$ cat config.mk
export PLATFORM = sky130hd
export DESIGN_NAME = codix_probe_tracer
export DESIGN_NICKNAME = d
export VERILOG_FILES = /design/src/rtl/codix_probe_tracer.sv
export SDC_FILE = /design/constraint.sdc
export NUM_CORES = 1
export LEC_CHECK = 0
export BUFFER_PORTS_ARGS = -buffer_cell sky130_fd_sc_hd__buf_2
export CORE_AREA = 4 4 305 307
export DETAILED_ROUTE_END_ITERATION = 16
export DIE_AREA = 0 0 309 311
export PLACE_DENSITY = 0.69
export RECOVER_POWER = 25
export SLEW_MARGIN = 20
export SYNTH_ARGS = -nofsm -noshare
export SYNTH_HDL_FRONTEND = slang
export SYNTH_SLANG_ARGS = --single-unit
export TNS_END_PERCENT = 50
$ cat constraint.sdc
create_clock -name CLK -period 3.75 [get_ports CLK]
set_input_delay 0.9375 -clock CLK [delete_from_list [all_inputs] [get_ports CLK]]
set_output_delay 0.9375 -clock CLK [all_outputs]
set_load 0.005 [all_outputs]
$ cat src/rtl/codix_probe_tracer.sv
`default_nettype none
// +----------------------------------------------------------------------------+
// | codix_probe_tracer                                                         |
// | Captures register-file write probes into a timestamped FWFT trace FIFO.   |
// | Revision: 1.0 - initial release                                            |
// +----------------------------------------------------------------------------+
module codix_probe_tracer #(
  parameter int NCH     = 2,
  parameter int AW      = 5,
  parameter int DW      = 32,
  parameter int DEPTH   = 16,
  parameter int TSW     = 16,
  parameter int TIMEOUT = 1024
) (
  input  logic                                   CLK,
  input  logic                                   RST,
  input  logic [NCH-1:0]                         wr_en,
  input  logic [NCH*AW-1:0]                      wr_addr,
  input  logic [NCH*DW-1:0]                      wr_data,
  input  logic                                   halt_act,
  input  logic                                   clr,
  input  logic                                   rd_pop,
  output logic                                   rd_valid,
  output logic [((NCH > 1) ? $clog2(NCH) : 1)-1:0] rd_ch,
  output logic [AW-1:0]                          rd_addr,
  output logic [DW-1:0]                          rd_data,
  output logic [TSW-1:0]                         rd_ts,
  output logic [$clog2(DEPTH):0]                 count,
  output logic [7:0]                             drop_cnt,
  output logic                                   overflow,
  output logic                                   halted,
  output logic                                   timeout
);

  localparam int c_cw = (NCH > 1) ? $clog2(NCH) : 1;
  localparam int c_pw = $clog2(DEPTH);
  localparam int c_ww = $clog2(TIMEOUT + 1);
  localparam int c_ew = c_cw + AW + DW + TSW;

  localparam logic [0:0] c_st_run    = 1'b0;
  localparam logic [0:0] c_st_halted = 1'b1;

  logic [0:0]      r_state;
  logic [0:0]      w_state_next;
  logic [TSW-1:0]  r_ts;
  logic [c_pw-1:0] r_wptr;
  logic [c_pw-1:0] r_rptr;
  logic [c_pw:0]   r_count;
  logic [7:0]      r_drop;
  logic            r_ovf;
  logic            r_to;
  logic [c_ww-1:0] r_wd;
  logic [c_ew-1:0] r_mem [DEPTH];

  logic            w_run;
  logic            w_cand;
  logic [c_cw-1:0] w_cand_ch;
  logic [AW-1:0]   w_cand_addr;
  logic [DW-1:0]   w_cand_data;
  logic [3:0]      w_nen;
  logic            w_full;
  logic            w_push;
  logic            w_pop;
  logic            w_lost_ovf;
  logic [3:0]      w_lost;
  logic [8:0]      w_drop_sum;
  logic [7:0]      w_drop_next;
  logic [c_ww-1:0] w_wd_next;
  logic [c_ew-1:0] w_head;

  // Descending scan so the lowest set channel is the last one assigned.
  always_comb begin
    w_cand      = 1'b0;
    w_cand_ch   = '0;
    w_cand_addr = '0;
    w_cand_data = '0;
    w_nen       = '0;
    for (int i = NCH - 1; i >= 0; i--) begin
      if (wr_en[i]) begin
        w_cand      = 1'b1;
        w_cand_ch   = c_cw'(i);
        w_cand_addr = wr_addr[i*AW +: AW];
        w_cand_data = wr_data[i*DW +: DW];
      end
    end
    for (int i = 0; i < NCH; i++) begin
      w_nen = w_nen + 4'(wr_en[i]);
    end
  end

  assign w_run      = (r_state == c_st_run);
  assign w_full     = (r_count == (c_pw+1)'(DEPTH));
  assign w_pop      = rd_pop & (r_count != '0);
  assign w_push     = w_run & w_cand & (~w_full | rd_pop);
  assign w_lost_ovf = w_run & w_cand & w_full & ~rd_pop;
  assign w_lost     = w_run ? (w_nen - {3'b000, w_cand}) + {3'b000, w_lost_ovf} : 4'd0;
  assign w_drop_sum = {1'b0, r_drop} + {5'b00000, w_lost};
  assign w_drop_next = w_drop_sum[8] ? 8'hFF : w_drop_sum[7:0];
  assign w_wd_next  = (|wr_en) ? '0 : r_wd + 1'b1;

  always_ff @(posedge CLK or negedge RST) begin
    if (!RST) begin
      r_state <= c_st_run;
    end else begin
      r_state <= w_state_next;
    end
  end

  always_comb begin
    w_state_next = r_state;
    if (clr) begin
      w_state_next = c_st_run;
    end else begin
      case (r_state)
        c_st_run:    if (halt_act) w_state_next = c_st_halted;
        c_st_halted: w_state_next = c_st_halted;
        default:     w_state_next = c_st_run;
      endcase
    end
  end

  always_comb begin
    halted = (r_state == c_st_halted);
  end

  always_ff @(posedge CLK or negedge RST) begin
    if (!RST) begin
      r_ts    <= '0;
      r_wptr  <= '0;
      r_rptr  <= '0;
      r_count <= '0;
      r_drop  <= '0;
      r_ovf   <= 1'b0;
      r_to    <= 1'b0;
      r_wd    <= '0;
    end else begin
      r_ts <= r_ts + 1'b1;
      if (clr) begin
        r_wptr  <= '0;
        r_rptr  <= '0;
        r_count <= '0;
        r_drop  <= '0;
        r_ovf   <= 1'b0;
        r_to    <= 1'b0;
        r_wd    <= '0;
      end else begin
        if (w_push) r_wptr <= r_wptr + 1'b1;
        if (w_pop)  r_rptr <= r_rptr + 1'b1;
        case ({w_push, w_pop})
          2'b10:   r_count <= r_count + 1'b1;
          2'b01:   r_count <= r_count - 1'b1;
          default: r_count <= r_count;
        endcase
        r_drop <= w_drop_next;
        if (w_lost_ovf) r_ovf <= 1'b1;
        // Watchdog freezes once expired so its value stays observable until clr.
        if (w_run && !r_to) begin
          r_wd <= w_wd_next;
          if (w_wd_next == c_ww'(TIMEOUT)) r_to <= 1'b1;
        end
      end
    end
  end

  always_ff @(posedge CLK) begin
    if (w_push && !clr) begin
      r_mem[r_wptr] <= {w_cand_ch, w_cand_addr, w_cand_data, r_ts};
    end
  end

  assign w_head = r_mem[r_rptr];

  always_comb begin
    rd_ch   = '0;
    rd_addr = '0;
    rd_data = '0;
    rd_ts   = '0;
    if (r_count != '0) begin
      {rd_ch, rd_addr, rd_data, rd_ts} = w_head;
    end
  end

  assign rd_valid = (r_count != '0);
  assign count    = r_count;
  assign drop_cnt = r_drop;
  assign overflow = r_ovf;
  assign timeout  = r_to;

endmodule
`default_nettype wire

==> impl_metrics.json <==
{
  "fillers": 7155,
  "first_pass_iters": 8,
  "cp_max_fo": 5,
  "pwr_density_cell_mw_per_mm2": 625,
  "syn_avg_cell_area_sq_um": 22.3,
  "io_buffers": 151,
  "busiest_layer": "met2",
  "drt_iter0_drc": 1969,
  "hold_start": "halt_act",
  "grtUsageMet3_pct": 3.48,
  "htreeDepth": 3,
  "area_delta_synth_final_pct": 20.2,
  "met1_usage_pct": 22.6,
  "clk_latency_ns": 0.66,
  "maxSlewHeadroom_pct": -37.8,
  "via_count": 17676,
  "grt_pass1_vias": 18615,
  "ant_nets": 0,
  "ys_seq_area_share_pct": 75.8,
  "status": "finished, violations left",
  "maxSlewViolCount": 92,
  "wl_mm": 84.4,
  "dpl.hpwl_mm": 44.4,
  "period_minus_slack_ns": 3.92,
  "overflow": 0,
  "yosys.area.top_type_share_pct": 72.2,
  "finalWeightedCongestion": 0.777,
  "finClkSkew_ns": 0.0259,
  "nNetsFinal": 1991,
  "regToRegStartpoint": "count[1]",
  "synth-edff-count": 864,
  "pre_cts_ws_ns": 0.112,
  "async_flop_share_pct": 5.57,
  "grt_max_degree": 61,
  "cts_tree": "yes",
  "clock-sinks": 915,
  "start_kind": "flip-flop",
  "yosysUniqueCellTypes": 52,
  "holdBufCountCts": 0,
  "met2_usage_pct": 29.4,
  "clockBufferDepth": 3,
  "fmaxAchievable_ghz": 0.255,
  "period_share_pct": 104,
  "synthFlopType": "edfxtp_1",
  "crit_start": "r_rptr[0]",
  "critPathCaptureType": "output pin",
  "synthTopCellsByCount": "864 x edfxtp_1, 270 x mux4_2, 55 x and2_1, 55 x nor2_1, 51 x dfrtp_1",
  "numCtsBuffers": 90,
  "track_usage_pct": 17.3,
  "synth_most_common_cell": "edfxtp_1",
  "dp_cells": 2928,
  "die_area_sq_mm": 0.0961,
  "hold_ws_ns": 0.495,
  "row_count": 110,
  "yosys-top-cells-area": "edfxtp_1 72%, mux4_2 17%, dfrtp_1 3.6%",
  "min_path_type": "input port to flip-flop",
  "yosys_warnings": 0,
  "violations": "capacitance limit, slew limit, setup timing",
  "io-pin-count": 152,
  "tightest_slew_ns": 2.07,
  "start_util_pct": 39.9,
  "die_y_microns": 311,
  "arrival_ns": 2.98,
  "tns_ns": -3.85,
  "clkTransAtPathRegs_ns": 0.06,
  "fin_cells": 3145,
  "max-cap-violations": 3,
  "antenna_found_initial": 1,
  "grt_pass1_wl_mm": 123,
  "setup-violations-final": 49,
  "drc_errors": 0,
  "crit_type": "flip-flop to output pin",
  "synth_area_sq_mm": 0.0359,
  "finalHoldViolCount": 0,
  "via_per_inst": 5.62,
  "drt-wirelength-per-cell_microns": 26.8,
  "power_mw": 27.0,
  "synthCells": 1609,
  "ir_drop_uv": 439,
  "drive_above_1_share_pct": 36.4,
  "clock-root-buffer": "clkbuf_16",
  "yosys.area.top_type": "edfxtp_1",
  "cellLeakagePower_nw": 14.1,
  "critPathRequiredTime_ns": 2.81,
  "synth_seq_cells": 915,
  "core_sq_mm": 0.0900,
  "rsz0062_at_grt": "true",
  "die_w_microns": 309,
  "fin_ws_ns": -0.165
}
==> metrics by stage <==
| step | cell area, sq um | util, % |
|---|---|---|
| final | 43200 | 48.0 |
| after global routing | 43200 | 48.0 |
| after CTS | 42900 | 47.7 |
| after detailed placement | 39000 | 43.3 |
| after global placement | 39000 | 43.3 |
| after floorplan | 35900 | - |
==> cell usage in the layout (no fill, tap or decap), types with 15 or more instances in the layout <==
cell type and n:
buf_2 120, edfxtp_1 864, nor2_4 16, a21oi_1 19, clkbuf_16 101, buf_6 40, a22o_1 37, buf_4 31
and2_1 24, clkinv_1 17, and2_4 31, clkbuf_1 35, ha_1 15, mux4_2 270, buf_12 40, nor2_1 39
nand2_1 27, dfrtp_1 47, buf_16 24, xnor2_1 20
==> worst paths after layout <==
| kind | depth (start not counted) | end | slack (ns) |
|---|---|---|---|
| setup / recovery | 8 | rd_data[31] | -0.17 |
| hold / removal | 3 | halted | 0.49 |
| setup reg to reg | 12 | drop_cnt[5] | 0.48 |
| hold reg to reg | 2 | overflow | 0.53 |
| max in group asynchronous | 2 | r_ts[11] | 1.08 |
| min in group asynchronous | 1 | count[3] | 0.86 |
==> worst max-delay path, stage by stage, from the launching register on <==
cell and delay, ns:
dfrtp_4 0.50, buf_12 0.16, buf_6 0.12, buf_16 0.15
buf_6 0.12, mux4_2 0.43, mux4_2 0.53, and2_1 0.18
buf_2 0.12
==> sequential cells by signal, summed over array words and instances, names as in the netlist <==
signal,flops
count,5
drop_cnt,8
halted,1
overflow,1
r_mem,864
r_rptr,4
r_ts,16
r_wd,11
r_wptr,4
timeout,1
==> cell type report <==
cell class                      count  area (sq um)  share of cell area [%]
Clock buffer                      126          2510                    5.81
Sequential cell                   915         27200                    63.1
Clock inverter                     41           397                   0.918
Timing Repair Buffer              274          3040                    7.03
Antenna cell                        1          2.50                 0.00579
Inverter                            8          30.0                  0.0695
Multi-Input combinational cell    604          8500                    19.7
Tap cell                         1176          1470                    3.41
==> kinds of logic (layout without fill, tap and decap cells) <==
kind of cell	count (synthesis)	in the layout	share of synthesized area (%)
AOI/OAI and AO/OA	94	94	1.97
xor gates and xnor gates	27	27	0.658
adders and majority gates	17	17	0.634
buffers and inverters	91	449	1.13
DFF	915	915	75.8
muxes	275	275	17.1
other	1	3	0.0104
and+or+nand+nor	189	189	2.74
==> timing repair <==
action                                  in CTS  in global routing
buffers inserted                            20                  7
endpoints found under the setup margin      54                 54
gates resized for setup                     91                 20
cloned                                      17                 10
==> routing by layer <==
metal	part of all wire [%]	up-vias
met3	7.2	146
met4	2.3	0
met2	51	731
met5	0	-
met1	39	9425
li1	-	7374
==> power by group <==
part	internal [mW]	total (mW)	switching, mW
registers	11.3	11.5	0.113
clock network	5.11	8.88	3.76
logic	3.86	6.66	2.80
(Power assumes the default switching activity.)
